File: src/rtl/debug_loader.sv
// rtl/debug_loader.sv - byte-stream program loader and run/step controller for the fetch stage
//
// Ports:
//   i_clk                    clock, all state on rising edge
//   i_reset                  asynchronous active-high reset, clears all state
//   i_rx_data                received byte (command in IDLE, program byte in LOAD/WRITE)
//   i_rx_valid               one-cycle pulse qualifying i_rx_data
//   i_halt_detected          pipeline retired HALT_WORD; ends RUN
//   o_instruction_write      assembled instruction word for program memory
//   o_flag_instruction_write one-cycle write strobe (WRITE state)
//   o_enable                 PC/pipeline enable (RUN, or one cycle of STEP)
//   o_instr_count            words written in the current load (next write address)
//   o_loaded                 a complete program ending in HALT_WORD is present
//   o_busy                   controller is not IDLE
//   o_error                  sticky error (bad command, run/step unloaded, overflow)

module debug_loader #(
  parameter int                      SIZE_REG_MEM = 32,
  parameter int                      SIZE_BYTE    = 8,
  parameter int                      MAX_INSTR    = 256,
  parameter int                      SIZE_CNT     = 9,
  parameter logic [SIZE_REG_MEM-1:0] HALT_WORD    = 32'hFFFF_FFFF
) (
  input  logic                    i_clk,
  input  logic                    i_reset,
  input  logic [SIZE_BYTE-1:0]    i_rx_data,
  input  logic                    i_rx_valid,
  input  logic                    i_halt_detected,
  output logic [SIZE_REG_MEM-1:0] o_instruction_write,
  output logic                    o_flag_instruction_write,
  output logic                    o_enable,
  output logic [SIZE_CNT-1:0]     o_instr_count,
  output logic                    o_loaded,
  output logic                    o_busy,
  output logic                    o_error
);

  localparam logic [2:0] ST_IDLE  = 3'd0;
  localparam logic [2:0] ST_LOAD  = 3'd1;
  localparam logic [2:0] ST_WRITE = 3'd2;
  localparam logic [2:0] ST_RUN   = 3'd3;
  localparam logic [2:0] ST_STEP  = 3'd4;

  localparam logic [SIZE_BYTE-1:0] CMD_LOAD = SIZE_BYTE'('h4C);
  localparam logic [SIZE_BYTE-1:0] CMD_RUN  = SIZE_BYTE'('h52);
  localparam logic [SIZE_BYTE-1:0] CMD_STEP = SIZE_BYTE'('h53);

  localparam logic [1:0]          LAST_IDX = 2'd3;
  localparam logic [SIZE_CNT-1:0] MAX_CNT  = SIZE_CNT'(MAX_INSTR);

  logic [2:0]              state_q;
  logic [SIZE_REG_MEM-1:0] word_q;
  logic [1:0]              idx_q;
  logic [SIZE_CNT-1:0]     cnt_q;
  logic                    loaded_q;
  logic                    error_q;

  logic [SIZE_REG_MEM-1:0] word_shift;
  logic [SIZE_CNT-1:0]     cnt_inc;

  // Big-endian assembly: earlier bytes migrate toward the MSB.
  assign word_shift = {word_q[SIZE_REG_MEM-SIZE_BYTE-1:0], i_rx_data};
  assign cnt_inc    = cnt_q + SIZE_CNT'(1);

  always_ff @(posedge i_clk or posedge i_reset) begin
    if (i_reset) begin
      state_q  <= ST_IDLE;
      word_q   <= '0;
      idx_q    <= '0;
      cnt_q    <= '0;
      loaded_q <= 1'b0;
      error_q  <= 1'b0;
    end else begin
      case (state_q)
        ST_IDLE: begin
          if (i_rx_valid) begin
            if (i_rx_data == CMD_LOAD) begin
              cnt_q    <= '0;
              loaded_q <= 1'b0;
              error_q  <= 1'b0;
              idx_q    <= '0;
              state_q  <= ST_LOAD;
            end else if (i_rx_data == CMD_RUN && loaded_q) begin
              state_q <= ST_RUN;
            end else if (i_rx_data == CMD_STEP && loaded_q) begin
              state_q <= ST_STEP;
            end else begin
              error_q <= 1'b1;
            end
          end
        end

        ST_LOAD: begin
          if (i_rx_valid) begin
            word_q <= word_shift;
            idx_q  <= idx_q + 2'd1;
            if (idx_q == LAST_IDX) begin
              state_q <= ST_WRITE;
            end
          end
        end

        ST_WRITE: begin
          cnt_q <= cnt_inc;
          if (word_q == HALT_WORD) begin
            loaded_q <= 1'b1;
            state_q  <= ST_IDLE;
          end else if (cnt_inc == MAX_CNT) begin
            error_q  <= 1'b1;
            loaded_q <= 1'b0;
            state_q  <= ST_IDLE;
          end else begin
            state_q <= ST_LOAD;
            // A byte arriving while the strobe is up is the first byte of the
            // next word; word_q is only consumed during this cycle, so it can
            // start shifting at the closing edge.
            if (i_rx_valid) begin
              word_q <= word_shift;
              idx_q  <= idx_q + 2'd1;
            end
          end
        end

        ST_RUN: begin
          if (i_halt_detected) begin
            state_q <= ST_IDLE;
          end
        end

        ST_STEP: begin
          state_q <= ST_IDLE;
        end

        default: begin
          state_q <= ST_IDLE;
        end
      endcase
    end
  end

  // Strobe and enable decode only the state register, so they are mutually
  // exclusive and have no path from the receive inputs.
  assign o_flag_instruction_write = (state_q == ST_WRITE);
  assign o_enable                 = (state_q == ST_RUN) || (state_q == ST_STEP);
  assign o_busy                   = (state_q != ST_IDLE);
  assign o_instruction_write      = word_q;
  assign o_instr_count            = cnt_q;
  assign o_loaded                 = loaded_q;
  assign o_error                  = error_q;

endmodule

File: config.mk
export PLATFORM = sky130hd
export DESIGN_NAME = debug_loader
export DESIGN_NICKNAME = d
export VERILOG_FILES = /design/src/rtl/debug_loader.sv
export SDC_FILE = /design/constraint.sdc
export NUM_CORES = 1
export LEC_CHECK = 0
export CAP_MARGIN = 20
export CORE_UTILIZATION = 25
export CTS_BUF_LIST = sky130_fd_sc_hd__clkbuf_4 sky130_fd_sc_hd__clkbuf_8
export DETAILED_ROUTE_END_ITERATION = 8
export GPL_TIMING_DRIVEN = 1
export HOLD_SLACK_MARGIN = 0.03
export PLACE_DENSITY = 0.56
export RECOVER_POWER = 25
export SLEW_MARGIN = 20
export SYNTH_ARGS = -nofsm -noshare
export SYNTH_HDL_FRONTEND = slang
export SYNTH_SLANG_ARGS = --single-unit
File: constraint.sdc
create_clock -name i_clk -period 6.7 [get_ports i_clk]
set_input_delay 1.005 -clock i_clk [delete_from_list [all_inputs] [get_ports i_clk]]
set_output_delay 1.005 -clock i_clk [all_outputs]
set_load 0.05 [all_outputs]
==> results.py, run 1 <==
metrics = {
    "floorplan": {
        "start_util": 0.2590,
        "dieWidth_um": 100.1,
        "ios": 58,
        "dieHeight_um": 100.1,
        "coreArea_mm2": 0.009284,
        "core.rowCount": 35,
        "dieArea_mm2": 0.01002,
    },
    "cts": {
        "clock_latency_ps": 310,
        "ctsHoldBuffers": 0,
        "cts_tree": "built",
        "h-tree-depth": 2,
        "cts_sinks": 48,
        "cts_buffer_depth": 2,
        "root_buffer": "clkbuf_8",
        "cts_resized": 0,
        "cts_made_buffers": 5,
        "cts_setup_buffers": 0,
        "path_clk_slew_ps": 90,
    },
    "timing": {
        "relSlewSlack": -0.4564,
        "hold_viol": 0,
        "rsz0062_at_grt": "false",
        "period_share": 0.5504,
        "clock-skew-final_ps": 11.86,
        "hold_ws_ps": 547.1,
        "setup_violations": 0,
        "min_period_ps": 3688,
        "worst_pin_slew_ps": 2173,
        "drv_slew": 49,
        "max_freq_mhz": 271.2,
        "tns_ps": 0,
    },
    "outcome": {
        "violations": "max-capacitance violations, max-slew violations",
        "status": "finished with violations",
    },
    "setup_path": {
        "path_max_fanout": 13,
        "crit_required_ps": 5690,
        "slowest_delay_ps": 880,
        "crit_slowest_cell": "clkdlybuf4s50_1",
        "crit_type": "reg -> out",
        "path_cells": "nor2_1 -> nand2_1 -> inv_1 -> clkdlybuf4s50_1",
        "end_kind": "output pin",
        "cp-start-kind": "register",
        "cp_data_arrival_time_ps": 2680,
    },
    "synthesis": {
        "async_flop_share": 1.000,
        "yosysSeqAreaShare": 0.4995,
        "synth_top_area_share": 0.4995,
        "synth_top_family_by_area": "multiplexers",
        "ys_ff_latch": 48,
        "yosysUniqueCellTypes": 42,
        "synth_ff_type": "dfrtp_1",
        "synth.most_common_cell": "dfrtp_1",
        "netlist_area_mm2": 0.002405,
        "synth_edf_count": 0,
        "netlist.top_cell.by_area": "dfrtp_1",
        "synth.mux.area_fraction": 0.1629,
        "synth-compound-area-share": 0.1098,
        "yosysWarnings": 0,
        "synth_adder_area_share": 0.01561,
        "yosys-top-cells-area": "dfrtp_1 50%, mux2_2 14%, o21ai_0 3.5%",
        "syn_area_per_cell_um2": 10.98,
        "synth-simple-area-share": 0.1571,
        "synthXorXnorAreaFrac": 0.01821,
        "synth.net_count": 234,
        "synthTopCellsByCount": "48 x dfrtp_1, 29 x mux2_2, 18 x nand2_1",
        "synthCells": 219,
    },
    "global_routing": {
        "grt.busiest_layer": "met1",
        "gr-total-overflow": 0,
        "met2_usage": 0.1745,
        "globalRouteMet3Util": 0.03482,
        "grt_use_total": 0.1219,
        "grt_use_met1": 0.1799,
        "grt_pass1_wl_um": 9542,
        "grt_antenna_before_repair": 0,
        "grt_max_degree": 49,
        "grt_pass1_vias": 1826,
    },
    "job": {
        "drv_cap": 1,
    },
    "placement": {
        "place_area_mm2": 0.003070,
        "dp_hpwl_um": 4019,
        "io_buffer_count": 57,
        "gp_congestion": 0.7830,
    },
    "drt": {
        "drt_iter0_drc": 97,
        "wl_per_cell_um": 14.31,
        "ant_nets": 0,
        "dr.pass1.iters": 4,
        "route.detailed.drc": 0,
        "wirelength_um": 5752,
        "via_per_inst": 4.632,
        "vias": 1862,
    },
    "hold_path": {
        "hold_class": "reg -> reg",
    },
    "layout": {
        "postLayoutCellArea_mm2": 0.003187,
        "diodes": 0,
        "drive_gt1_frac": 0.1722,
        "nFillCells": 979,
        "finish.utilization": 0.3433,
        "nets": 287,
        "area_growth_syn_to_layout_pct": 32.52,
    },
}
registers in the layout (all words and copies together), names as in the netlist:
name and cells:
o_instruction_write 32, o_instr_count 9, state_q 3, idx_q 2, o_error 1, o_loaded 1
final cells by class:
type | count | area, µm² | share of cell area
Sequential cell | 48 | 1201 | 0.3769
Multi-Input combinational cell | 154 | 1115 | 0.3498
Clock buffer | 5 | 68.82 | 0.02159
Inverter | 6 | 23.77 | 0.007460
Tap cell | 129 | 161.4 | 0.05065
Clock inverter | 3 | 46.29 | 0.01453
Timing Repair Buffer | 57 | 570.5 | 0.1790
per-stage QoR:
| step | setup WS [ps] | instances |
|---|---|---|
| floorplan | 3855 | 219 |
| global route | 2824 | 402 |
| global placement | 3338 | 394 |
| finish | 3012 | 402 |
| CTS | 3011 | 402 |
| detailed placement | 3271 | 394 |
worst paths after layout:
| kind | startpoint | to | slack (ps) | depth (start not counted) |
|---|---|---|---|---|
| worst max-delay path | state_q[0]$_DFFE_PP0P_ | o_flag_instruction_write | 3010 | 4 |
| worst min-delay path | o_instruction_write[30]$_DFFE_PP0P_ | o_instruction_write[30]$_DFFE_PP0P_ | 550 | 1 |
| worst max register to register | o_instr_count[0]$_DFFE_PP0P_ | o_instruction_write[29]$_DFFE_PP0P_ | 3530 | 6 |
| worst min register to register | o_instruction_write[30]$_DFFE_PP0P_ | o_instruction_write[30]$_DFFE_PP0P_ | 550 | 1 |
| max in group asynchronous | i_reset | o_instruction_write[30]$_DFFE_PP0P_ | 4000 | 2 |
| min in group asynchronous | i_reset | o_instr_count[1]$_DFFE_PP0P_ | 1700 | 2 |
kinds of logic after synthesis:
logic type               count (synthesis)
flip-flops                              48
AND/OR/NAND/NOR                         72
buffers and inverters                   17
AO/OA/AOI/OAI                           40
XOR/XNOR                                 5
adder cells (fa/ha/maj)                  3
multiplexers                            34
cell usage in the layout, fill, tap and decap left out, drive strengths merged, types with 2 or more instances in the layout:
| cell type | synthesis | routed |
|---|---|---|
| nor2 | 14 | 14 |
| xnor2 | 3 | 3 |
| nand2 | 18 | 18 |
| and4 | 3 | 3 |
| clkbuf | 6 | 5 |
| inv | 6 | 6 |
| o21ai | 18 | 18 |
| xor2 | 2 | 2 |
| nor4 | 3 | 3 |
| nand4 | 10 | 10 |
| nand2b | 4 | 4 |
| a31oi | 2 | 2 |
| clkinvlp | 0 | 2 |
| clkdlybuf4s50 | 0 | 56 |
| ha | 3 | 3 |
| nor3 | 5 | 5 |
| mux2 | 32 | 32 |
| and2 | 2 | 2 |
| nand3 | 7 | 7 |
| mux2i | 2 | 2 |
| dfrtp | 48 | 48 |
| a21oi | 7 | 7 |
| o31ai | 2 | 2 |
| a21o | 2 | 2 |
layer usage:
metal  vias to the layer above  share of wire
met5                         -              0
met4                         0         0.0099
met3                         5          0.048
met2                        46           0.43
met1                       908           0.51
li1                        903              -
worst max-delay path: cells and delay by family, from the launching register on:
kind,cells,cell delay [ps]
simple gates,2,540
buf+inv,2,1310
flops,1,520
Power of run 1 is not shown: default switching activity piles up to over one toggle a cycle in this logic, so the estimate is an artifact.
==> run 2: changes to the inputs <==
--- a/config.mk
+++ b/config.mk
@@ -11,7 +11,7 @@
 export DETAILED_ROUTE_END_ITERATION = 8
 export GPL_TIMING_DRIVEN = 1
 export HOLD_SLACK_MARGIN = 0.03
-export PLACE_DENSITY = 0.56
+export PLACE_DENSITY = 0.58
 export RECOVER_POWER = 25
 export SLEW_MARGIN = 20
 export SYNTH_ARGS = -nofsm -noshare
==> constraint.sdc (replaced) <==
create_clock -name i_clk -period 3.1 [get_ports i_clk]
set_input_delay 0.465 -clock i_clk [delete_from_list [all_inputs] [get_ports i_clk]]
set_output_delay 0.465 -clock i_clk [all_outputs]
set_load 0.05 [all_outputs]
==> run 2 against run 1 <==
- the run now ends clean
- first-iteration DRC count up 69%
- critical path depth up 3
- setup slack worse by 2500 ps
- design area up 1.5%
- count of clock-buffer cells in the layout unchanged
- global-route usage up 0.16 points
- clock skew about the same
- critical path type is now reg -> reg
- highest routed layer unchanged
==> results.py, run 2 (synthesis results as in run 1) <==
metrics = {
    "timing": {
        "relSlewSlack": 0.2648,
        "worst_pin_slew_ps": 1103,
        "max_freq_mhz": 383.0,
        "setup_violations": 0,
        "period_share": 0.8423,
        "hold_viol": 0,
        "clock-skew-final_ps": 11.58,
        "rsz0062_at_grt": "false",
        "tns_ps": 0,
        "min_period_ps": 2611,
        "drv_slew": 0,
    },
    "floorplan": {
        "dieArea_mm2": 0.01002,
        "ios": 58,
        "coreArea_mm2": 0.009284,
        "dieWidth_um": 100.1,
        "start_util": 0.2590,
        "core.rowCount": 35,
        "dieHeight_um": 100.1,
    },
    "layout": {
        "largest_reg_flops": 32,
        "final_cell_mix": "56 x clkdlybuf4s50_1, 48 x dfrtp_1, 29 x mux2_2",
        "drive_gt1_frac": 0.1792,
        "diodes": 0,
        "layout_commonest_cell": "clkdlybuf4s50_1",
        "area_growth_syn_to_layout_pct": 34.55,
        "nets": 293,
    },
    "cts": {
        "clock_latency_ps": 300,
        "h-tree-depth": 2,
        "ctsHoldBuffers": 0,
        "cts_sinks": 48,
        "cts_made_buffers": 5,
        "cts_setup_buffers": 0,
        "root_buffer": "clkbuf_8",
        "cts_tree": "built",
        "cts_buffer_depth": 2,
        "cts_resized": 0,
        "path_clk_slew_ps": 100,
    },
    "global_routing": {
        "grt_max_degree": 34,
        "grt_use_total": 0.1234,
        "gr-total-overflow": 0,
        "grt_antenna_before_repair": 0,
        "grt_pass1_wl_um": 9804,
        "grt_pass1_vias": 1976,
    },
    "setup_path": {
        "end_kind": "register",
        "crit_buf_inv": 1,
        "slowest_delay_ps": 500,
        "path_cells": "ha_1 -> nand3_1 -> o21ai_0 -> a41oi_2 -> o21ai_4 -> buf_12 -> mux2_2",
        "cp-start-kind": "register",
        "critical-path-top-delay-family": "compound AO/OA/AOI/OAI gates",
        "path_max_fanout": 33,
        "crit_slowest_cell": "dfrtp_1",
        "crit_required_ps": 3280,
        "crit_type": "reg -> reg",
        "cp_data_arrival_time_ps": 2790,
    },
    "drt": {
        "wl_per_cell_um": 14.69,
        "vias": 1920,
        "route.detailed.drc": 0,
        "via_per_inst": 4.706,
        "dr.pass1.iters": 4,
        "drt_iter0_drc": 164,
        "ant_nets": 0,
        "wirelength_um": 5994,
    },
    "hold_path": {
        "hold_class": "reg -> reg",
    },
    "job": {
        "drv_cap": 0,
    },
    "placement": {
        "dp_hpwl_um": 4302,
        "gp_congestion": 0.8185,
        "io_buffer_count": 57,
    },
    "outcome": {
        "status": "complete, no violations",
    },
}
[run 2: cell count changes in the layout (fill, tap and decap cells not counted)]
cell,change
buf_4,+3
inv_1,+1
clkbuf_1,+2
buf_12,+1
clkinvlp_2,-1
[run 2: layout make-up]
class	instances	area (µm²)
clock inverter	3	46.29
inverter	6	22.52
multi-input combinational	154	1115
fill	962	6048
clock buffer	5	68.82
tap	129	161.4
sequential	48	1201
timing repair buffer	63	620.6
[run 2: worst paths after layout]
path | startpoint | endpoint | slack, ps | depth (start not counted)
worst max register to register | o_instr_count[1]$_DFFE_PP0P_ | o_instruction_write[23]$_DFFE_PP0P_ | 490 | 7
max in group asynchronous | i_reset | o_instruction_write[23]$_DFFE_PP0P_ | 1090 | 3
worst min register to register | o_instruction_write[31]$_DFFE_PP0P_ | o_instruction_write[31]$_DFFE_PP0P_ | 540 | 1
worst max-delay path | o_instr_count[1]$_DFFE_PP0P_ | o_instruction_write[23]$_DFFE_PP0P_ | 490 | 7
min in group asynchronous | i_reset | o_instr_count[3]$_DFFE_PP0P_ | 620 | 2
worst min-delay path | o_instruction_write[31]$_DFFE_PP0P_ | o_instruction_write[31]$_DFFE_PP0P_ | 540 | 1
[run 2: metrics by stage]
stage	worst slack, ps	hold slack (ps)	instances	cell area, µm²	util
after floorplan	528.0	521.4	219	2405	-
after global placement	588.4	525.8	400	3128	0.3369
after detailed placement	546.2	531.1	400	3128	0.3369
after CTS	502.1	422.5	408	3243	0.3493
after global routing	288.6	573.2	408	3236	0.3485
final	488.8	541.6	408	3236	0.3485
[run 2: worst reg2reg max path, cell delays in order, from the launching register on]
cell and delay, ps:
dfrtp_1 500, ha_1 420, nand3_1 200, o21ai_0 370
a41oi_2 220, o21ai_4 180, buf_12 230, mux2_2 380
[run 2: layer usage]
metal,share of wire,track usage,vias to the layer above
li1,-,-,916
met1,0.49,0.1692,942
met2,0.46,0.1995,58
met3,0.046,0.02507,4
met4,0.0077,0.03233,0
met5,0,0,-
Power of run 2 is left out for the same reason.
==> run 3: changes to the inputs <==
==> constraint.sdc (replaced) <==
create_clock -name i_clk -period 2.35 [get_ports i_clk]
set_input_delay 0.3525 -clock i_clk [delete_from_list [all_inputs] [get_ports i_clk]]
set_output_delay 0.3525 -clock i_clk [all_outputs]
set_load 0.05 [all_outputs]
==> run 3 against run 2 <==
- setup slack got worse by 430 ps
- die area unchanged
- first-iteration DRC count decreased by 20%
- register-to-register slack got worse by 430 ps
- non-clock buffer count increased by 31
- via count increased by 6.5%
- worst hold slack improved by 4.9 ps
- highest routed layer unchanged
==> results.py, run 3 (synthesis results as in run 1) <==
metrics = {
    "placement": {
        "io_buffer_count": 57,
        "dp_hpwl_um": 4460,
        "place_area_mm2": 0.003337,
        "gp_congestion": 0.8182,
    },
    "pwr": {
        "p_leak_nw": 1.504,
        "peakVddDrop_uv": 865.6,
        "powerDensity_mw_per_mm2": 1647,
        "power_mw": 5.843,
    },
    "floorplan": {
        "core.rowCount": 35,
        "ios": 58,
        "dieHeight_um": 100.1,
        "coreArea_mm2": 0.009284,
        "dieArea_mm2": 0.01002,
        "dieWidth_um": 100.1,
        "start_util": 0.2590,
    },
    "hold_path": {
        "hold_class": "reg -> reg",
        "hold_start": "o_instruction_write[28]$_DFFE_PP0P_",
    },
    "drt": {
        "ant_nets": 0,
        "via_per_inst": 4.658,
        "vias": 2045,
        "wirelength_um": 6369,
        "wl_per_cell_um": 14.51,
        "route.detailed.drc": 0,
        "dr.pass1.iters": 4,
        "drt_iter0_drc": 132,
    },
    "layout": {
        "diodes": 0,
        "final_cell_mix": "53 x clkdlybuf4s50_1, 42 x dfrtp_1, 34 x buf_4",
        "nets": 324,
        "seq_area_mm2": 0.001209,
        "area_growth_syn_to_layout_pct": 47.55,
        "nFillCells": 939,
        "largest_reg_flops": 32,
        "layout_commonest_cell": "clkdlybuf4s50_1",
        "postLayoutCellArea_mm2": 0.003548,
        "finish.utilization": 0.3822,
        "multiInputGateArea_mm2": 0.001139,
        "drive_gt1_frac": 0.3065,
    },
    "setup_path": {
        "path_max_fanout": 8,
        "slowest_delay_ps": 370,
        "cp_data_arrival_time_ps": 2490,
        "cp-start-kind": "register",
        "crit_required_ps": 2540,
        "path_cells": "and4_4 -> and4_4 -> mux2i_2 -> a41oi_2 -> o21ai_4 -> buf_6 -> mux2_2",
        "rr_startpoint": "o_instr_count[5]$_DFFE_PP0P_",
        "crit_type": "reg -> reg",
        "end_kind": "register",
        "crit_buf_inv": 1,
        "cp_common_cell": "and4_4",
        "crit_start": "o_instr_count[5]$_DFFE_PP0P_",
        "critical-path-top-delay-family": "multiplexers",
        "crit_slowest_cell": "dfrtp_2",
    },
    "global_routing": {
        "grt_antenna_before_repair": 0,
        "grt_max_degree": 33,
        "grt_use_total": 0.1269,
        "gr-total-overflow": 0,
        "grt_pass1_wl_um": 10040,
        "grt_pass1_vias": 1976,
    },
    "cts": {
        "cts_buffer_depth": 2,
        "cts_sinks": 48,
        "cts_tree": "built",
        "root_buffer": "clkbuf_8",
        "path_clk_slew_ps": 100,
        "cts_made_buffers": 5,
        "ctsHoldBuffers": 0,
        "h-tree-depth": 2,
        "clock_latency_ps": 300,
    },
    "timing": {
        "max_freq_mhz": 436.2,
        "worst_pin_slew_ps": 920.6,
        "min_period_ps": 2292,
        "period_share": 0.9755,
        "relSlewSlack": 0.3856,
        "drv_slew": 0,
        "setup_violations": 0,
        "clock-skew-final_ps": 7.141,
        "hold_viol": 0,
    },
    "outcome": {
        "status": "complete, no violations",
    },
    "job": {
        "drv_cap": 0,
    },
}
[run 3: cell types whose count changed in the layout (fill, tap and decap cells not counted), sizes merged]
cell	delta
buf	+33
clkbuf	+1
clkdlybuf4s50	-3
[run 3: through the flow]
stage / instances / hold slack (ps) / setup TNS (ps) / worst slack, ps
floorplan: 219 / 488.8 / -1159 / -47.58
global placement: 423 / 519.1 / -105.1 / -30.61
detailed placement: 423 / 521.8 / -384.5 / -83.97
CTS: 431 / 427.6 / 0 / 14.80
global route: 439 / 569.5 / -409.1 / -27.72
finish: 439 / 546.5 / 0 / 57.60
[run 3: power breakdown]
group	switching, mW	internal [mW]	total [mW]
combinational	2.17	1.55	3.72
clock	0.302	0.321	0.623
sequential	0.299	1.20	1.50
[run 3: cell type report]
cell class | instances | area share
clock buffer | 5 | 0.01939
clock inverter | 3 | 0.01305
inverter | 6 | 0.006347
multi-input combinational | 154 | 0.3209
sequential | 48 | 0.3406
tap | 129 | 0.04549
timing repair buffer | 94 | 0.2542
[run 3: repair_timing]
action | 4_1_cts | 5_1_grt
setup endpoints to repair | 0 | 32
setup buffers | 0 | 5
gates resized for setup | 0 | 4
[run 3: per-layer routing]
metal	up-vias	track usage	wire, µm
li1	977	-	-
met1	995	0.1832	3150
met2	64	0.1905	2852
met3	9	0.02716	275
met4	0	0.03790	91
met5	-	0	0
[run 3: path summary, 6_finish.rpt]
| check | slack [ps] | to | depth (start not counted) |
|---|---|---|---|
| setup / recovery | 60 | o_instruction_write[23]$_DFFE_PP0P_ | 7 |
| hold / removal | 550 | o_instruction_write[28]$_DFFE_PP0P_ | 1 |
| setup reg to reg | 60 | o_instruction_write[23]$_DFFE_PP0P_ | 7 |
| hold reg to reg | 550 | o_instruction_write[28]$_DFFE_PP0P_ | 1 |
| max in group asynchronous | 500 | o_instruction_write[13]$_DFFE_PP0P_ | 3 |
| min in group asynchronous | 690 | o_instr_count[6]$_DFFE_PP0P_ | 2 |
No activity file was read; power rests on OpenSTA's default activity.
